## config.mk

```make
export PLATFORM = sky130hd
export DESIGN_NAME = pi_leaf_port
export DESIGN_NICKNAME = d
export VERILOG_FILES = /design/src/rtl/pi_leaf_port.sv
export SDC_FILE = /design/constraint.sdc
export NUM_CORES = 1
export LEC_CHECK = 0
export BUFFER_PORTS_ARGS = -buffer_cell sky130_fd_sc_hd__buf_4
export CORE_ASPECT_RATIO = 1.4
export CORE_MARGIN = 2
export CORE_UTILIZATION = 35
export CTS_BUF_LIST = sky130_fd_sc_hd__clkbuf_4
export DETAILED_ROUTE_END_ITERATION = 16
export PLACE_DENSITY = 0.66
export SYNTH_ARGS = -nofsm -noshare
export SYNTH_HDL_FRONTEND = slang
export SYNTH_SLANG_ARGS = --single-unit
export TNS_END_PERCENT = 30
```

## constraint.sdc

```tcl
create_clock -name clk -period 1.6 [get_ports clk]
set_input_delay 0.16 -clock clk [delete_from_list [all_inputs] [get_ports clk]]
set_output_delay 0.16 -clock clk [all_outputs]
set_load 0.005 [all_outputs]
```

## src/rtl/pi_leaf_port.sv

```systemverilog
// Leaf port of a packet tree: forwards user words onto the switch, bounces
// foreign packets straight back out, and buffers packets addressed to this leaf.
module pi_leaf_port #(
    parameter int num_leaves = 2,
    parameter int payload_sz = 1,
    parameter int addr       = 0,
    parameter int p_sz       = 1 + $clog2(num_leaves) + payload_sz,
    parameter int fifo_depth = 4
) (
    input  logic                          clk,
    input  logic                          reset,
    input  logic [p_sz-1:0]               bus_i,
    output logic [p_sz-1:0]               bus_o,
    input  logic [payload_sz-1:0]         din,
    input  logic [$clog2(num_leaves)-1:0] dest,
    input  logic                          din_valid,
    output logic                          din_ready,
    output logic [payload_sz-1:0]         dout,
    output logic                          dout_valid,
    input  logic                          dout_ready,
    output logic                          overflow,
    output logic [7:0]                    drop_cnt
);

    localparam int A_SZ  = $clog2(num_leaves);
    localparam int IDX_W = $clog2(fifo_depth);
    localparam int PTR_W = IDX_W + 1;
    localparam int TX_W  = A_SZ + payload_sz;
    localparam logic [A_SZ-1:0]  MY_ADDR  = A_SZ'(addr);
    localparam logic [PTR_W-1:0] FULL_XOR = {1'b1, {IDX_W{1'b0}}};

    logic [TX_W-1:0]       tx_mem_q [fifo_depth];
    logic [payload_sz-1:0] rx_mem_q [fifo_depth];
    logic [PTR_W-1:0]      tx_wr_q, tx_rd_q, rx_wr_q, rx_rd_q;
    logic [p_sz-1:0]       bus_o_q, bus_o_d;
    logic                  overflow_q;
    logic [7:0]            drop_cnt_q, drop_cnt_d;

    logic                  tx_full, tx_empty, rx_full, rx_empty;
    logic                  tx_push, tx_pop, rx_push, rx_pop, rx_drop;
    logic                  pkt_valid, bounce, rx_hit;
    logic [A_SZ-1:0]       pkt_addr;
    logic [payload_sz-1:0] pkt_payload;
    logic [TX_W-1:0]       tx_head;

    // Extra MSB on each pointer distinguishes full (MSBs differ) from empty.
    assign tx_full  = (tx_wr_q ^ tx_rd_q) == FULL_XOR;
    assign tx_empty = tx_wr_q == tx_rd_q;
    assign rx_full  = (rx_wr_q ^ rx_rd_q) == FULL_XOR;
    assign rx_empty = rx_wr_q == rx_rd_q;

    assign pkt_valid   = bus_i[p_sz-1];
    assign pkt_addr    = bus_i[p_sz-2:payload_sz];
    assign pkt_payload = bus_i[payload_sz-1:0];
    assign bounce      = pkt_valid && (pkt_addr != MY_ADDR);
    assign rx_hit      = pkt_valid && (pkt_addr == MY_ADDR);

    assign din_ready = !tx_full && !reset;
    assign tx_push   = din_valid && din_ready;
    assign tx_pop    = !bounce && !tx_empty;
    assign tx_head   = tx_mem_q[tx_rd_q[IDX_W-1:0]];

    assign dout_valid = !rx_empty && !reset;
    assign dout       = rx_mem_q[rx_rd_q[IDX_W-1:0]];
    assign rx_pop     = dout_valid && dout_ready;
    // A full rx FIFO still takes a packet when its head leaves on the same edge.
    assign rx_push    = rx_hit && (!rx_full || rx_pop);
    assign rx_drop    = rx_hit && rx_full && !rx_pop;

    always_comb begin
        bus_o_d = '0;
        if (bounce) begin
            bus_o_d = bus_i;
        end else if (tx_pop) begin
            bus_o_d = {1'b1, tx_head};
        end
    end

    always_comb begin
        drop_cnt_d = drop_cnt_q;
        if (rx_drop && (drop_cnt_q != 8'hFF)) begin
            drop_cnt_d = drop_cnt_q + 8'd1;
        end
    end

    always_ff @(posedge clk) begin
        if (reset) begin
            tx_wr_q    <= '0;
            tx_rd_q    <= '0;
            rx_wr_q    <= '0;
            rx_rd_q    <= '0;
            bus_o_q    <= '0;
            overflow_q <= 1'b0;
            drop_cnt_q <= 8'd0;
        end else begin
            if (tx_push) tx_wr_q <= tx_wr_q + PTR_W'(1);
            if (tx_pop)  tx_rd_q <= tx_rd_q + PTR_W'(1);
            if (rx_push) rx_wr_q <= rx_wr_q + PTR_W'(1);
            if (rx_pop)  rx_rd_q <= rx_rd_q + PTR_W'(1);
            bus_o_q    <= bus_o_d;
            overflow_q <= overflow_q || rx_drop;
            drop_cnt_q <= drop_cnt_d;
        end
    end

    // Storage needs no reset; only the pointers define what is valid.
    always_ff @(posedge clk) begin
        if (tx_push) begin
            tx_mem_q[tx_wr_q[IDX_W-1:0]] <= {dest, din};
        end
        if (rx_push && !reset) begin
            rx_mem_q[rx_wr_q[IDX_W-1:0]] <= pkt_payload;
        end
    end

    assign bus_o    = bus_o_q;
    assign overflow = overflow_q;
    assign drop_cnt = drop_cnt_q;

endmodule

```

# ---- After elaboration in Yosys (flattened, before gate mapping)
# Memory sizes are Yosys's and may differ from the RTL's. A register that Yosys moved wholly into a read port is not among the register bits.
# Index checks and enable logic that the tools add are counted.
# W data, S select, Z words.
dict set report word_totals {
  register_bits 24
  ramBits 12
  output_inout_bits 15
  memories 2
}
# name words width rd rd_clocked_by_memory_dff wr line
set memory_table {}
lappend memory_table {tx_mem_q 4 2 1 1 1 32} ;# logic [TX_W-1:0] tx_mem_q [fifo_depth];
lappend memory_table {rx_mem_q 4 1 1 1 1 33} ;# logic [payload_sz-1:0] rx_mem_q [fifo_depth];
dict set report classes {
  n_addsub 5
  eq_ne 5
  n_mux 10
  bitwise_logic 3
  n_reduce_logical 21
}
# operator n
set ops {}
lappend ops {{$add A3 B1 Y3 const B} 4}
lappend ops {{$logic_and A1 B1 Y1} 12}
lappend ops {{$add A8 B1 Y8 const B} 1}
lappend ops {{$mux W2} 4}
lappend ops {{$ne A8 B8 Y1 const B} 1}
lappend ops {{$logic_not A1 Y1} 7}
lappend ops {{$eq A3 B3 Y1} 2}
lappend ops {{$eq A3 B3 Y1 const B} 2}
lappend ops {{$mux W3} 2}
lappend ops {{$xor A3 B3 Y3} 2}
lappend ops {{$mux W1} 4}
lappend ops {{$logic_or A1 B1 Y1} 2}
lappend ops {{$not A1 Y1} 1}

# ---- Longest topological paths before layout
dict set report depth {
  ltp_word 9
  mapped_depth 5
}

# ---- Worst setup path after synthesis
# Ideal clock, no wire load.
dict set report synth_path {
  kind {register -> register}
  from {register rx_wr_q[0]}
  to {register drop_cnt_q[3] (netlist: drop_cnt[3])}
  setup_time_ns 0.123
  t_arrival_ns 1.516
  path_slack_ns -0.039
  stages_incl_launch_ff 6
  synth_period_minus_slack_ns 1.639
  cell_sequence {dfxtp_1 > xnor2_1 > nand4_2 > buf_6 > nor4_1 > mux2_1}
}
dict set report synth_between {
  elab_chain_cells 7
}
# element line
set synth_rtl {}
lappend synth_rtl {{start: declaration} 34} ;# logic [PTR_W-1:0] tx_wr_q, tx_rd_q, rx_wr_q, rx_rd_q;
lappend synth_rtl {{start signal: assignment} 98} ;# if (rx_push) rx_wr_q <= rx_wr_q + PTR_W'(1);
lappend synth_rtl {{$eq A3 B3 Y1} 50} ;# assign rx_empty = rx_wr_q == rx_rd_q;
lappend synth_rtl {{$logic_not A1 Y1} 63} ;# assign dout_valid = !rx_empty && !reset;
lappend synth_rtl {{$logic_and A1 B1 Y1} 63}
lappend synth_rtl {{$logic_and A1 B1 Y1} 65} ;# assign rx_pop = dout_valid && dout_ready;
lappend synth_rtl {{$logic_not A1 Y1} 68} ;# assign rx_drop = rx_hit && rx_full && !rx_pop;
lappend synth_rtl {{$logic_and A1 B1 Y1 (*)} 68}
lappend synth_rtl {{$logic_and A1 B1 Y1 (*)} 81} ;# if (rx_drop && (drop_cnt_q != 8'hFF)) begin
lappend synth_rtl {{end signal: assignment} 102} ;# drop_cnt_q <= drop_cnt_d;
lappend synth_rtl {{end: declaration} 37} ;# logic [7:0] drop_cnt_q, drop_cnt_d;
# Every way passes the cells marked *; elsewhere a longest branch is shown, timed or not.
# A chain may end at the register's enable or synchronous reset.

# ---- Worst setup path after layout
dict set report layout_path {
  from {register drop_cnt_q[0] (netlist: drop_cnt[0])}
  to {register drop_cnt_q[0] (netlist: drop_cnt[0])}
}
dict set report layout_between {
  elab_chain_cells 2
}
# element
set layout_rtl {}
lappend layout_rtl {{branches (longest 2 deep; another with $add A8 B1 Y8)}}
# Parallel ways; which one is timed is not known.

==> summary.txt <==
Final layout
  – Number of diodes: 0
  – Final nets: approximately 250
  – Fraction of layout cells with a size suffix above 1: 41.6%
  – Design area: 2630 um^2
  – Synthesis-to-finish area growth: 37.2%

Floorplan
  – Die area: between 6000 and 7000 um^2
  – Initial Utilization: 36.5%
  – Width of the die: 66.5 um
  – FP Rows: 31
  – Die H: just over 90 um
  – I/O pin count: 24
  – Core Area: 5240 um^2

Clock network
  – CTS Root Buffer Type: clkbuf_4
  – Clock Latency Late Sink: 0.35 ns
  – Clock Tree Buf Depth: 2
  – Clk slew on worst S/H paths: 0.12 ns
  – CTS tree: done
  – H-tree levels: 2
  – CTS buffer count: 5
  – CTS sink count: 40

Timing
  – Final hold violation count: 0
  – Hold WS: between 0.02 and 0.03 ns
  – Relative slew slack: between 70% and 80%
  – Max Transition Viols Final: 0
  – Clock skew: 0.00657 ns
  – Shortest period the worst path allows: approximately 1.6 ns
  – Final setup viols: 0
  – Worst slew pin tran: 0.425 ns
  – RSZ-0062 raised after global routing: true
  – Achievable Freq: 0.628 GHz
  – Setup TNS: 0 ns
  – Crit share post-route: 99.6%

Drt
  – Vias per cell: 4.79
  – DR WL/cell: roughly 13 um
  – Drt drc: 0
  – DRT iter0 DRCs: 54
  – Iteration count of the initial detailed-routing pass: 2
  – Antenna Violating Nets Remaining: 0
  – Vias: 1,399
  – Final WL: 3680 um

Worst setup path
  – Levels on crit path: 7
  – Crit path launch type: flop
  – Worst Path Required: ~1.9 ns
  – CP arrival: 1.88 ns
  – CP endpoint kind: flop
  – CP max stage delay: 0.41 ns
  – Setup CP Type: reg -> reg
  – R2R depth: 7
  – Worst-path fanout max: 6
  – Top delay family on crit path: simple AND/OR/NAND/NOR gates
  – Worst Path Buf+Inv: 2
  – Cell at the slowest stage of the critical path: or4_1
  – Crit path cell chain: ha_2, nand3_2, nor3_4, buf_12, buf_4, or4_1, a21oi_2

Yosys
  – Synth Area per Inst: 11.0 um^2
  – Sequential share of the synthesized area: between 40 and 50%
  – Distinct cells, synth: 40
  – Post-Syn Nets: 194
  – Yosys Warn Count: 0
  – EDFF count, synth: 12
  – Yosys reg bits: 40
  – Synth Flop Type: dfxtp_1
  – Async SR Flop Fraction: 0%
  – Mapped cell area: 1910 um^2
  – Post-Synthesis Cells: 174

Global route
  – Global route total overflow: 0
  – First-pass GRT wire length: 5950 um
  – Initial antenna violation count: 0
  – Largest net degree at the start of global routing: 35
  – Tot GR Track Use: approximately an eighth
  – Vias in the first global route: 1,413

Run
  – Max-cap violations: 0

Pwr
  – VDD IR max: 0.000476 V
  – Pwr dens: 933 nW/um^2
  – Pleak: 0.00107 uW

Worst hold path
  – Hold WC Path Type: in -> reg
  – Cell count of the worst hold path: 1

Placement
  – Detail Placement HPWL: approximately 2700 um
  – Placer Congestion: around 0.73
  – Number of buffers added on ports: 23
  – Placed cell areas: 2360 um^2

Status
  – Outcome: completed
-- layout by cell type (no fill, tap or decap), types with 3 or more instances in the layout --
cell type,n
dfxtp_1,17
nand2_1,5
dfxtp_2,9
and2_1,3
nor2_1,21
inv_1,8
nor4_4,3
ha_1,10
nor2b_1,7
buf_4,43
clkbuf_4,5
xnor2_1,3
a21oi_1,6
mux4_2,3
mux2_1,4
and3_1,4
mux2i_1,4
xor2_1,5
edfxtp_1,12
nand3_1,3
xor2_2,5
-- metrics by stage --
stage               std cells  util (%)  worst slack [ns]  power, uW
floorplan                 174         -           0.00589       1520
global placement          279      45.1            0.0312       1720
detailed placement        279      45.1            0.0116       1730
CTS                       289      47.6           0.00101       2420
global route              292      50.1           -0.0695       2590
finish                    292      50.1           0.00696       2450
-- where the power goes --
group / internal [uW] / switching (uW)
clock: 326 / 338
sequential: 1140 / 67.8
combinational: 307 / 270
total: 1770 / 676
-- sequential cells by signal, indices dropped and copies added, names as in the netlist, named ones only --
signal    flops
tx_mem_q      8
tx_rd_q       3
bus_o         3
tx_wr_q       3
rx_mem_q      4
rx_rd_q       3
rx_wr_q       3
overflow      1
drop_cnt      8
-- cell usage after synthesis (2+ instances only) --
library cell  count  area, um^2
dfxtp_1          28         561
nor2_1           21        78.8
edfxtp_1         12         360
ha_1             11         138
xor2_1            9        78.8
inv_1             8        30.0
a21oi_1           7        35.0
nor2b_1           7        43.8
mux2_1            5        56.3
nand2_1           5        18.8
nor4_1            5        31.3
xnor2_1           5        43.8
and3_1            4        25.0
mux2i_1           4        40.0
nand3_1           4        20.0
nor3_1            4        20.0
and2_1            3        18.8
clkbuf_1          3        11.3
mux4_2            3        67.6
o311ai_0          3        26.3
o31ai_1           3        22.5
nand2b_1          2        12.5
-- path summary, 6_finish.rpt --
kind	start	endpoint	slack, ns
worst min register to register	overflow	overflow	0.50
worst min-delay path	bus_i[0]	rx_mem_q[1]	0.03
worst max-delay path	drop_cnt[0]	drop_cnt[0]	0.007
worst max register to register	drop_cnt[0]	drop_cnt[0]	0.007
-- per-layer routing --
| layer | track usage, % | up-vias | wire length (um) |
|---|---|---|---|
| met1 | 13.5 | 653 | 1450 |
| met4 | 5.61 | 0 | 74 |
| met5 | 0 | - | 0 |
| li1 | - | 717 | - |
| met3 | 2.60 | 6 | 105 |
| met2 | 23.6 | 23 | 2060 |
-- repair_timing --
action | CTS | global route
hold buffers | 2 | 0
hold endpoints to repair | 8 | 0
resized for setup | 9 | 21
endpoints found under the setup margin | 3 | 18
buffers inserted | 0 | 3
pin swaps | 4 | 8
-- kinds of logic (layout without fill, tap and decap cells) --
family	after synthesis	after routing	synth area share (%)
buffers and inverters	13	65	2.94
XOR/XNOR	15	15	7.26
AND/OR/NAND/NOR	63	63	17.9
AO/OA/AOI/OAI	19	19	7.39
flip-flops	40	40	48.1
adder cells (fa/ha/maj)	11	11	7.19
multiplexers	13	13	9.16
-- area by class of cell --
type | count | area [um^2]
repair buffers | 49 | 405
flip-flops and latches | 40 | 940
clock inverters | 3 | 42.5
fillers | 470 | 2610
well taps | 66 | 82.6
multi-input cells | 121 | 1090
clock buffers | 5 | 37.5
inverters | 8 | 30.0
Note: power is estimated with default switching activity, not from simulation.
